## src/rtl/rob_marker_pkg.sv

```systemverilog
// Shared types and constants for the ROB phase-marker tracker.
// Optional build macro: ROB_MARKER_PC_CAPTURE_EN adds the enqueue PC to each event record.
package rob_marker_pkg;

    // Markers are "slti x0,x0,k": only inst[23:20] (k) is free, everything else is fixed.
    localparam logic [31:0] MARKER_MASK  = 32'hFF0F_FFFF;
    localparam logic [31:0] MARKER_MATCH = 32'h0000_2013;
    localparam logic [3:0]  MARKER_MAX   = 4'd13;

    localparam int CYCLE_W    = 64;
    localparam int PC_STORE_W = 64;

    typedef enum logic [2:0] {
        PH_VCTM  = 3'd0,
        PH_DELAY = 3'd1,
        PH_TEXE  = 3'd2,
        PH_LEAK  = 3'd3,
        PH_INIT  = 3'd4,
        PH_BIM   = 3'd5,
        PH_TRAIN = 3'd6,
        PH_NONE  = 3'd7
    } phase_e;

    typedef struct packed {
        logic [3:0]         id;
        logic               commit;
        logic [CYCLE_W-1:0] cycle;
`ifdef ROB_MARKER_PC_CAPTURE_EN
        logic [PC_STORE_W-1:0] pc;
`endif
    } marker_evt_t;

    function automatic logic is_marker(input logic [31:0] inst);
        return ((inst & MARKER_MASK) == MARKER_MATCH) && (inst[23:20] <= MARKER_MAX);
    endfunction

endpackage

```

## src/rtl/rob_marker_tracker_if.sv

```systemverilog
// Event stream from the marker tracker to its consumer (valid/ready handshake).
interface rob_marker_tracker_if #(
    parameter int PC_W = 40
) ();
    logic            evt_valid;
    logic            evt_ready;
    logic [3:0]      evt_id;
    logic            evt_commit;
    logic [63:0]     evt_cycle;
    logic [PC_W-1:0] evt_pc;

    modport master (
        output evt_valid, evt_id, evt_commit, evt_cycle, evt_pc,
        input  evt_ready
    );

    modport slave (
        input  evt_valid, evt_id, evt_commit, evt_cycle, evt_pc,
        output evt_ready
    );
endinterface

```

## src/rtl/rob_marker_fifo.sv

```systemverilog
// Two-write / one-read FIFO; head comes straight from storage registers.
// Writers must use port 0 before port 1 (w1_en implies w0_en).
module rob_marker_fifo #(
    parameter int  DEPTH = 16,
    parameter type T     = logic [68:0]
) (
    input  logic                     clock,
    input  logic                     reset_n,
    input  logic                     w0_en,
    input  T                         w0_data,
    input  logic                     w1_en,
    input  T                         w1_data,
    input  logic                     pop,
    output logic                     head_valid,
    output T                         head_data,
    output logic [$clog2(DEPTH):0]   free_slots
);
    localparam int AW = $clog2(DEPTH);

    T               mem [DEPTH];
    logic [AW-1:0]  rd_ptr;
    logic [AW-1:0]  wr_ptr;
    logic [AW-1:0]  wr_ptr_nx;
    logic [AW:0]    count;
    logic           do_pop;

    assign head_valid = (count != '0);
    assign head_data  = head_valid ? mem[rd_ptr] : '0;
    assign do_pop     = head_valid & pop;
    assign wr_ptr_nx  = wr_ptr + AW'(1);
    // A same-cycle pop frees the head slot for the incoming writes.
    assign free_slots = (AW+1)'(DEPTH) - count + (AW+1)'(do_pop);

    // Storage write: port 0 at the tail, port 1 right behind it.
    always_ff @(posedge clock) begin
        if (w0_en) mem[wr_ptr]    <= w0_data;
        if (w1_en) mem[wr_ptr_nx] <= w1_data;
    end

    // Pointer and occupancy bookkeeping.
    always_ff @(posedge clock or negedge reset_n) begin
        if (!reset_n) begin
            rd_ptr <= '0;
            wr_ptr <= '0;
            count  <= '0;
        end else begin
            wr_ptr <= wr_ptr + AW'(w0_en) + AW'(w1_en);
            rd_ptr <= rd_ptr + AW'(do_pop);
            count  <= count + (AW+1)'(w0_en) + (AW+1)'(w1_en) - (AW+1)'(do_pop);
        end
    end
endmodule

```

## src/rtl/rob_marker_tracker.sv

```systemverilog
// Phase-marker monitor on ROB slot-0 enqueue/commit: timestamps markers into an
// event FIFO, counts dropped events and tracks the committed attack phase.
// Optional build macro: ROB_MARKER_PC_CAPTURE_EN stores enq_pc per event.
module rob_marker_tracker
    import rob_marker_pkg::*;
#(
    parameter int DEPTH  = 16,
    parameter int PC_W   = 40,
    parameter int DROP_W = 16
) (
    input  logic                   clock,
    input  logic                   reset_n,
    input  logic                   enq_valid,
    input  logic [31:0]            enq_inst,
    input  logic [PC_W-1:0]        enq_pc,
    input  logic                   commit_valid,
    input  logic [31:0]            commit_inst,
    rob_marker_tracker_if.master   evt,
    output logic [2:0]             phase,
    output logic                   phase_active,
    output logic [DROP_W-1:0]      drop_count,
    output logic                   proto_err
);
    localparam int FW = $clog2(DEPTH) + 1;
    localparam logic [FW-1:0] ONE_SLOT  = FW'(1);
    localparam logic [FW-1:0] TWO_SLOTS = FW'(2);

    logic [63:0]       cycle_q;
    logic              cm, em;
    logic              take_c, take_e;
    logic              w0_en, w1_en;
    marker_evt_t       c_evt, e_evt, w0_data, w1_data, head;
    logic              head_valid;
    logic [FW-1:0]     free_slots;
    logic [1:0]        lost;
    logic [DROP_W:0]   drop_sum;
    phase_e            state_q, state_d, start_p;
    logic              err_set;

    assign cm      = commit_valid & is_marker(commit_inst);
    assign em      = enq_valid & is_marker(enq_inst);
    assign start_p = phase_e'(commit_inst[23:21]);

    // Build the candidate event records for this cycle.
    always_comb begin
        c_evt        = '0;
        c_evt.id     = commit_inst[23:20];
        c_evt.commit = 1'b1;
        c_evt.cycle  = cycle_q;
        e_evt        = '0;
        e_evt.id     = enq_inst[23:20];
        e_evt.cycle  = cycle_q;
`ifdef ROB_MARKER_PC_CAPTURE_EN
        e_evt.pc[PC_W-1:0] = enq_pc;
`endif
    end

    // Admission: commit event has priority for the last free slot; pack accepted events onto port 0 first.
    always_comb begin
        take_c = 1'b0;
        take_e = 1'b0;
        if (free_slots >= TWO_SLOTS) begin
            take_c = cm;
            take_e = em;
        end else if (free_slots == ONE_SLOT) begin
            take_c = cm;
            take_e = em & ~cm;
        end
        w0_en   = take_c | take_e;
        w0_data = take_c ? c_evt : e_evt;
        w1_en   = take_c & take_e;
        w1_data = e_evt;
        lost    = {1'b0, cm} + {1'b0, em} - {1'b0, take_c} - {1'b0, take_e};
    end

    rob_marker_fifo #(
        .DEPTH (DEPTH),
        .T     (marker_evt_t)
    ) u_fifo (
        .clock      (clock),
        .reset_n    (reset_n),
        .w0_en      (w0_en),
        .w0_data    (w0_data),
        .w1_en      (w1_en),
        .w1_data    (w1_data),
        .pop        (evt.evt_ready),
        .head_valid (head_valid),
        .head_data  (head),
        .free_slots (free_slots)
    );

    assign evt.evt_valid  = head_valid;
    assign evt.evt_id     = head.id;
    assign evt.evt_commit = head.commit;
    assign evt.evt_cycle  = head.cycle;
`ifdef ROB_MARKER_PC_CAPTURE_EN
    logic unused_pc_hi;
    assign unused_pc_hi = ^head.pc;
    assign evt.evt_pc   = head.pc[PC_W-1:0];
`else
    logic unused_pc;
    assign unused_pc  = ^enq_pc;
    assign evt.evt_pc = '0;
`endif

    // Free-running timestamp counter.
    always_ff @(posedge clock or negedge reset_n) begin
        if (!reset_n) cycle_q <= '0;
        else          cycle_q <= cycle_q + 64'd1;
    end

    assign drop_sum = {1'b0, drop_count} + (DROP_W+1)'(lost);

    // Saturating count of events lost to a full FIFO.
    always_ff @(posedge clock or negedge reset_n) begin
        if (!reset_n)             drop_count <= '0;
        else if (drop_sum[DROP_W]) drop_count <= '1;
        else                       drop_count <= drop_sum[DROP_W-1:0];
    end

    // Phase state register and sticky protocol error.
    always_ff @(posedge clock or negedge reset_n) begin
        if (!reset_n) begin
            state_q   <= PH_NONE;
            proto_err <= 1'b0;
        end else begin
            state_q <= state_d;
            if (err_set) proto_err <= 1'b1;
        end
    end

    // Phase next-state: commit markers only; even k starts a phase, odd k ends it.
    always_comb begin
        state_d = state_q;
        err_set = 1'b0;
        if (cm) begin
            if (!commit_inst[20]) begin
                if (state_q != PH_NONE) err_set = 1'b1;
                state_d = start_p;
            end else if (state_q == start_p) begin
                state_d = PH_NONE;
            end else begin
                err_set = 1'b1;
            end
        end
    end

    assign phase        = state_q;
    assign phase_active = (state_q != PH_NONE);
endmodule

```

## src/flat_wrapper.sv

```systemverilog
// flat-port wrapper written by rule: the top's interface ports become plain ports
module rob_marker_tracker_flat import rob_marker_pkg::*;
#(
    parameter int DEPTH  = 16,
    parameter int PC_W   = 40,
    parameter int DROP_W = 16
)
  (clock, reset_n, enq_valid, enq_inst, enq_pc, commit_valid, commit_inst, phase, phase_active, drop_count, proto_err, evt_evt_valid, evt_evt_id, evt_evt_commit, evt_evt_cycle, evt_evt_pc, evt_evt_ready);
  rob_marker_tracker_if #(.PC_W(PC_W)) evt_i ();
  input  logic clock;
  input  logic reset_n;
  input  logic enq_valid;
  input  logic [31:0] enq_inst;
  input  logic [PC_W-1:0] enq_pc;
  input  logic commit_valid;
  input  logic [31:0] commit_inst;
  output logic [2:0] phase;
  output logic phase_active;
  output logic [DROP_W-1:0] drop_count;
  output logic proto_err;
  output wire logic [$bits(evt_i.evt_valid)-1:0] evt_evt_valid;
  output wire logic [$bits(evt_i.evt_id)-1:0] evt_evt_id;
  output wire logic [$bits(evt_i.evt_commit)-1:0] evt_evt_commit;
  output wire logic [$bits(evt_i.evt_cycle)-1:0] evt_evt_cycle;
  output wire logic [$bits(evt_i.evt_pc)-1:0] evt_evt_pc;
  input wire logic [$bits(evt_i.evt_ready)-1:0] evt_evt_ready;
  assign evt_evt_valid = evt_i.evt_valid;
  assign evt_evt_id = evt_i.evt_id;
  assign evt_evt_commit = evt_i.evt_commit;
  assign evt_evt_cycle = evt_i.evt_cycle;
  assign evt_evt_pc = evt_i.evt_pc;
  assign evt_i.evt_ready = evt_evt_ready;
  rob_marker_tracker #(.DEPTH(DEPTH), .PC_W(PC_W), .DROP_W(DROP_W)) u_core (.clock(clock), .reset_n(reset_n), .enq_valid(enq_valid), .enq_inst(enq_inst), .enq_pc(enq_pc), .commit_valid(commit_valid), .commit_inst(commit_inst), .evt(evt_i), .phase(phase), .phase_active(phase_active), .drop_count(drop_count), .proto_err(proto_err));
endmodule
```

## config.mk

```make
export PLATFORM = sky130hd
export DESIGN_NAME = rob_marker_tracker_flat
export DESIGN_NICKNAME = d
export VERILOG_FILES = /design/src/rtl/rob_marker_pkg.sv /design/src/rtl/rob_marker_tracker_if.sv /design/src/rtl/rob_marker_fifo.sv /design/src/rtl/rob_marker_tracker.sv /design/src/flat_wrapper.sv
export SDC_FILE = /design/constraint.sdc
export NUM_CORES = 2
export LEC_CHECK = 0
export ABC_AREA = 1
export CORE_MARGIN = 1.5
export CORE_UTILIZATION = 40
export DETAILED_ROUTE_END_ITERATION = 16
export GPL_ROUTABILITY_DRIVEN = 0
export PLACE_DENSITY_LB_ADDON = 0.3
export SYNTH_ARGS = -nofsm -noshare
export SYNTH_HDL_FRONTEND = slang
export SYNTH_SLANG_ARGS = --single-unit
```

## constraint.sdc

```tcl
create_clock -name clock -period 7.8 [get_ports clock]
set_clock_uncertainty 0.05 [all_clocks]
set_input_delay 1.17 -clock clock [delete_from_list [all_inputs] [get_ports clock]]
set_output_delay 1.17 -clock clock [all_outputs]
set_load 0.02 [all_outputs]
```

==> results.toml <==
[sta]
setup_slack_ps = 1730
tightest_slew_ps = 1270
final.setup.tns_ps = 0
rsz0062_at_grt = "no"
slew_headroom = 0.155
period_needed_ps = 6070
final-hold-violation-count = 0
post-route-period-util = 0.779
max_freq_ghz = 0.165
slew_viol_final = 0
setup_viol = 0

[power]
ir_worst_vdd_uv = 557
p_leak_nw = 19.8
powerDensity_mw_per_mm2 = 313

[placed_design]
port_buffers = 159
hpwl_um = 89800
dp_slack_ps = 1580

[layout]
final_common_cell = "nor2_1"
final.fill_count = 12978
drive_gt1_frac = 0.0895
finalNetCount = 5624
area_growth_pct = 11.4
mostFrequentLayoutCells = "nor2_1, edfxtp_1, o21ai_0, nand2_1, o211ai_1"
antenna_cells = 0

[grt]
grt_pass1_vias = 39569
grt.total_usage = 0.232
grt_pass1_wl_um = 249000
antenna_found_initial = 1
grt_max_degree = 209
gr-total-overflow = 0

[die]
dieArea_mm2 = 0.143
rows = 137
die_height_um = 378
initial_core_util = 0.403
die_w_um = 378
core_region_area_mm2 = 0.140
ioPinCount = 240

[critical_path]
path_class = "register to primary output"
critPathRequiredTime_ps = 6580
critPathLaunchType = "register"
worstSetupEndpointType = "primary output"
path_max_fanout = 208
crit_arrival_ps = 4850

[clock_tree]
ctsResizeCount = 0
post-cts-setup-buffers = 0
root_buffer = "clkbuf_16"
clkTransAtPathRegs_ps = 60
cts_tree = "built"
cts-hold-fix-buffers = 0
htree_levels = 4
cts.path.max_buffers = 3
cts_sinks = 1201
insertion_delay_ps = 760
cts_buffers = 130

[routing]
wire_per_inst_um = 22.5
antenna_left = 0
vias_per_cell = 5.54
drt_iter0_drc = 4536
drc = 0
num_vias = 41412
wl_um = 168000
dr.pass1.iters = 7

[logic_synthesis]
synth.distinct_cells = 47
ys_ff_latch = 1201
async_flop_share = 0.0808
yosysSeqAreaShare = 0.629
syn_area_per_cell_um2 = 10.1
yosysWarnings = 0
synth_ff_type = "edfxtp_1"
synthCells = 5553
syn_area_mm2 = 0.0563
synth_edf_count = 1088

[worst_hold_path]
min_path_type = "input port to async pin"

[run_status]
status = "finished, final reports clean"

[flow_run]
drv_cap = 0
flip-flops by register name (all words and copies together) (netlist names):
name                  cells
u_core.cycle_q           64
u_core.proto_err          1
u_core.u_fifo.mem      1104
u_core.u_fifo.wr_ptr      4
u_core.u_fifo.count       5
u_core.u_fifo.rd_ptr      4
u_core.phase              3
u_core.drop_count        16
through the flow:
step	total power, mW	utilization	cells	hold slack, ps	instance area, µm²
2_1_floorplan	11.3	-	5592	373	56400
5_1_grt	20.4	0.449	7475	309	62700
4_1_cts	19.7	0.449	7475	271	62700
6_report	19.6	0.449	7475	315	62700
3_5_place_dp	13.5	0.419	7237	391	58400
3_3_place_gp	13.5	0.419	7237	383	58400
synthesized netlist by cell type, drive strengths merged (2+ instances only):
| master | n | area (µm²) |
|---|---|---|
| nand4 | 22 | 138 |
| o211ai | 270 | 2030 |
| o22ai | 8 | 50.1 |
| dfxtp | 16 | 320 |
| xor2 | 64 | 561 |
| nor3 | 43 | 268 |
| nor4 | 2 | 12.5 |
| o21ai | 631 | 3160 |
| nor2 | 1972 | 7830 |
| fa | 5 | 100 |
| edfxtp | 1088 | 32700 |
| or2 | 2 | 12.5 |
| o221ai | 5 | 43.8 |
| inv | 167 | 632 |
| xnor2 | 7 | 61.3 |
| nand2 | 397 | 1550 |
| dfrtp | 94 | 2350 |
| dfstp | 3 | 78.8 |
| a21oi | 76 | 380 |
| nand3 | 159 | 818 |
| nand3b | 5 | 41.3 |
| buf | 237 | 1960 |
| clkbuf | 224 | 841 |
| clkinv | 36 | 135 |
| ha | 17 | 213 |
critical path, cell delays in order (launching register included):
cell	delay [ps]
dfrtp_4	680
buf_4	700
buf_12	620
nor2_1	130
nor2_1	120
o21ai_1	80
o211ai_1	140
o211ai_1	120
a21oi_1	460
clkdlybuf4s50_1	710
area by class of cell:
cell class	instances	area [µm²]	share of cell area
flip-flops and latches	1201	35400	0.565
multi-input cells	3727	17500	0.280
clock buffers	168	3570	0.0570
well taps	1876	2350	0.0375
repair buffers	230	2310	0.0369
inverters	203	825	0.0132
clock inverters	70	664	0.0106
per-layer routing:
layer,up-vias,track usage,part of all wire
met4,0,0.0742,0.028
met5,-,0,0
met2,1952,0.387,0.48
li1,18693,-,-
met1,20461,0.309,0.41
met3,306,0.0352,0.082
where the power goes:
part / internal, mW / leakage (nW) / total (mW) / switching (mW)
Sequential: 6.95 / 10.9 / 7.15 / 0.198
Clock: 3.58 / 2.08 / 6.19 / 2.61
Combinational: 2.05 / 6.83 / 6.26 / 4.21
path summary, 6_finish.rpt:
| path | from | endpoint | slack [ps] | cells after the start |
|---|---|---|---|---|
| worst max-delay path | u_core.u_fifo.rd_ptr[0]$_DFF_PN0_ | evt_evt_cycle[56] | 1730 | 9 |
| worst min-delay path | reset_n | u_core.proto_err$_DFFE_PN0P_ | 320 | 1 |
| max in group asynchronous | reset_n | u_core.cycle_q[49]$_DFF_PN0_ | 6060 | 2 |
| min in group clock | u_core.u_fifo.mem[0][64]$_SDFFE_PP0P_ | u_core.u_fifo.mem[0][64]$_SDFFE_PP0P_ | 410 | 2 |
| worst min register to register | u_core.u_fifo.mem[0][64]$_SDFFE_PP0P_ | u_core.u_fifo.mem[0][64]$_SDFFE_PP0P_ | 410 | 2 |
| worst max register to register | u_core.u_fifo.count[2]$_DFF_PN0_ | u_core.u_fifo.mem[14][18]$_DFFE_PP_ | 2170 | 21 |
logic make-up (layout without fill, tap and decap cells):
family | count (synthesis) | count (layout) | share of synthesized area
AND/OR/NAND/NOR | 2603 | 2603 | 0.190
XOR/XNOR | 71 | 71 | 0.0111
flip-flops | 1201 | 1201 | 0.629
other | 1 | 40 | 0.0000666
AO/OA/AOI/OAI | 991 | 991 | 0.101
adder cells (fa/ha/maj) | 22 | 22 | 0.00556
buffers and inverters | 664 | 671 | 0.0634
Power figures use the tool's default switching activity.
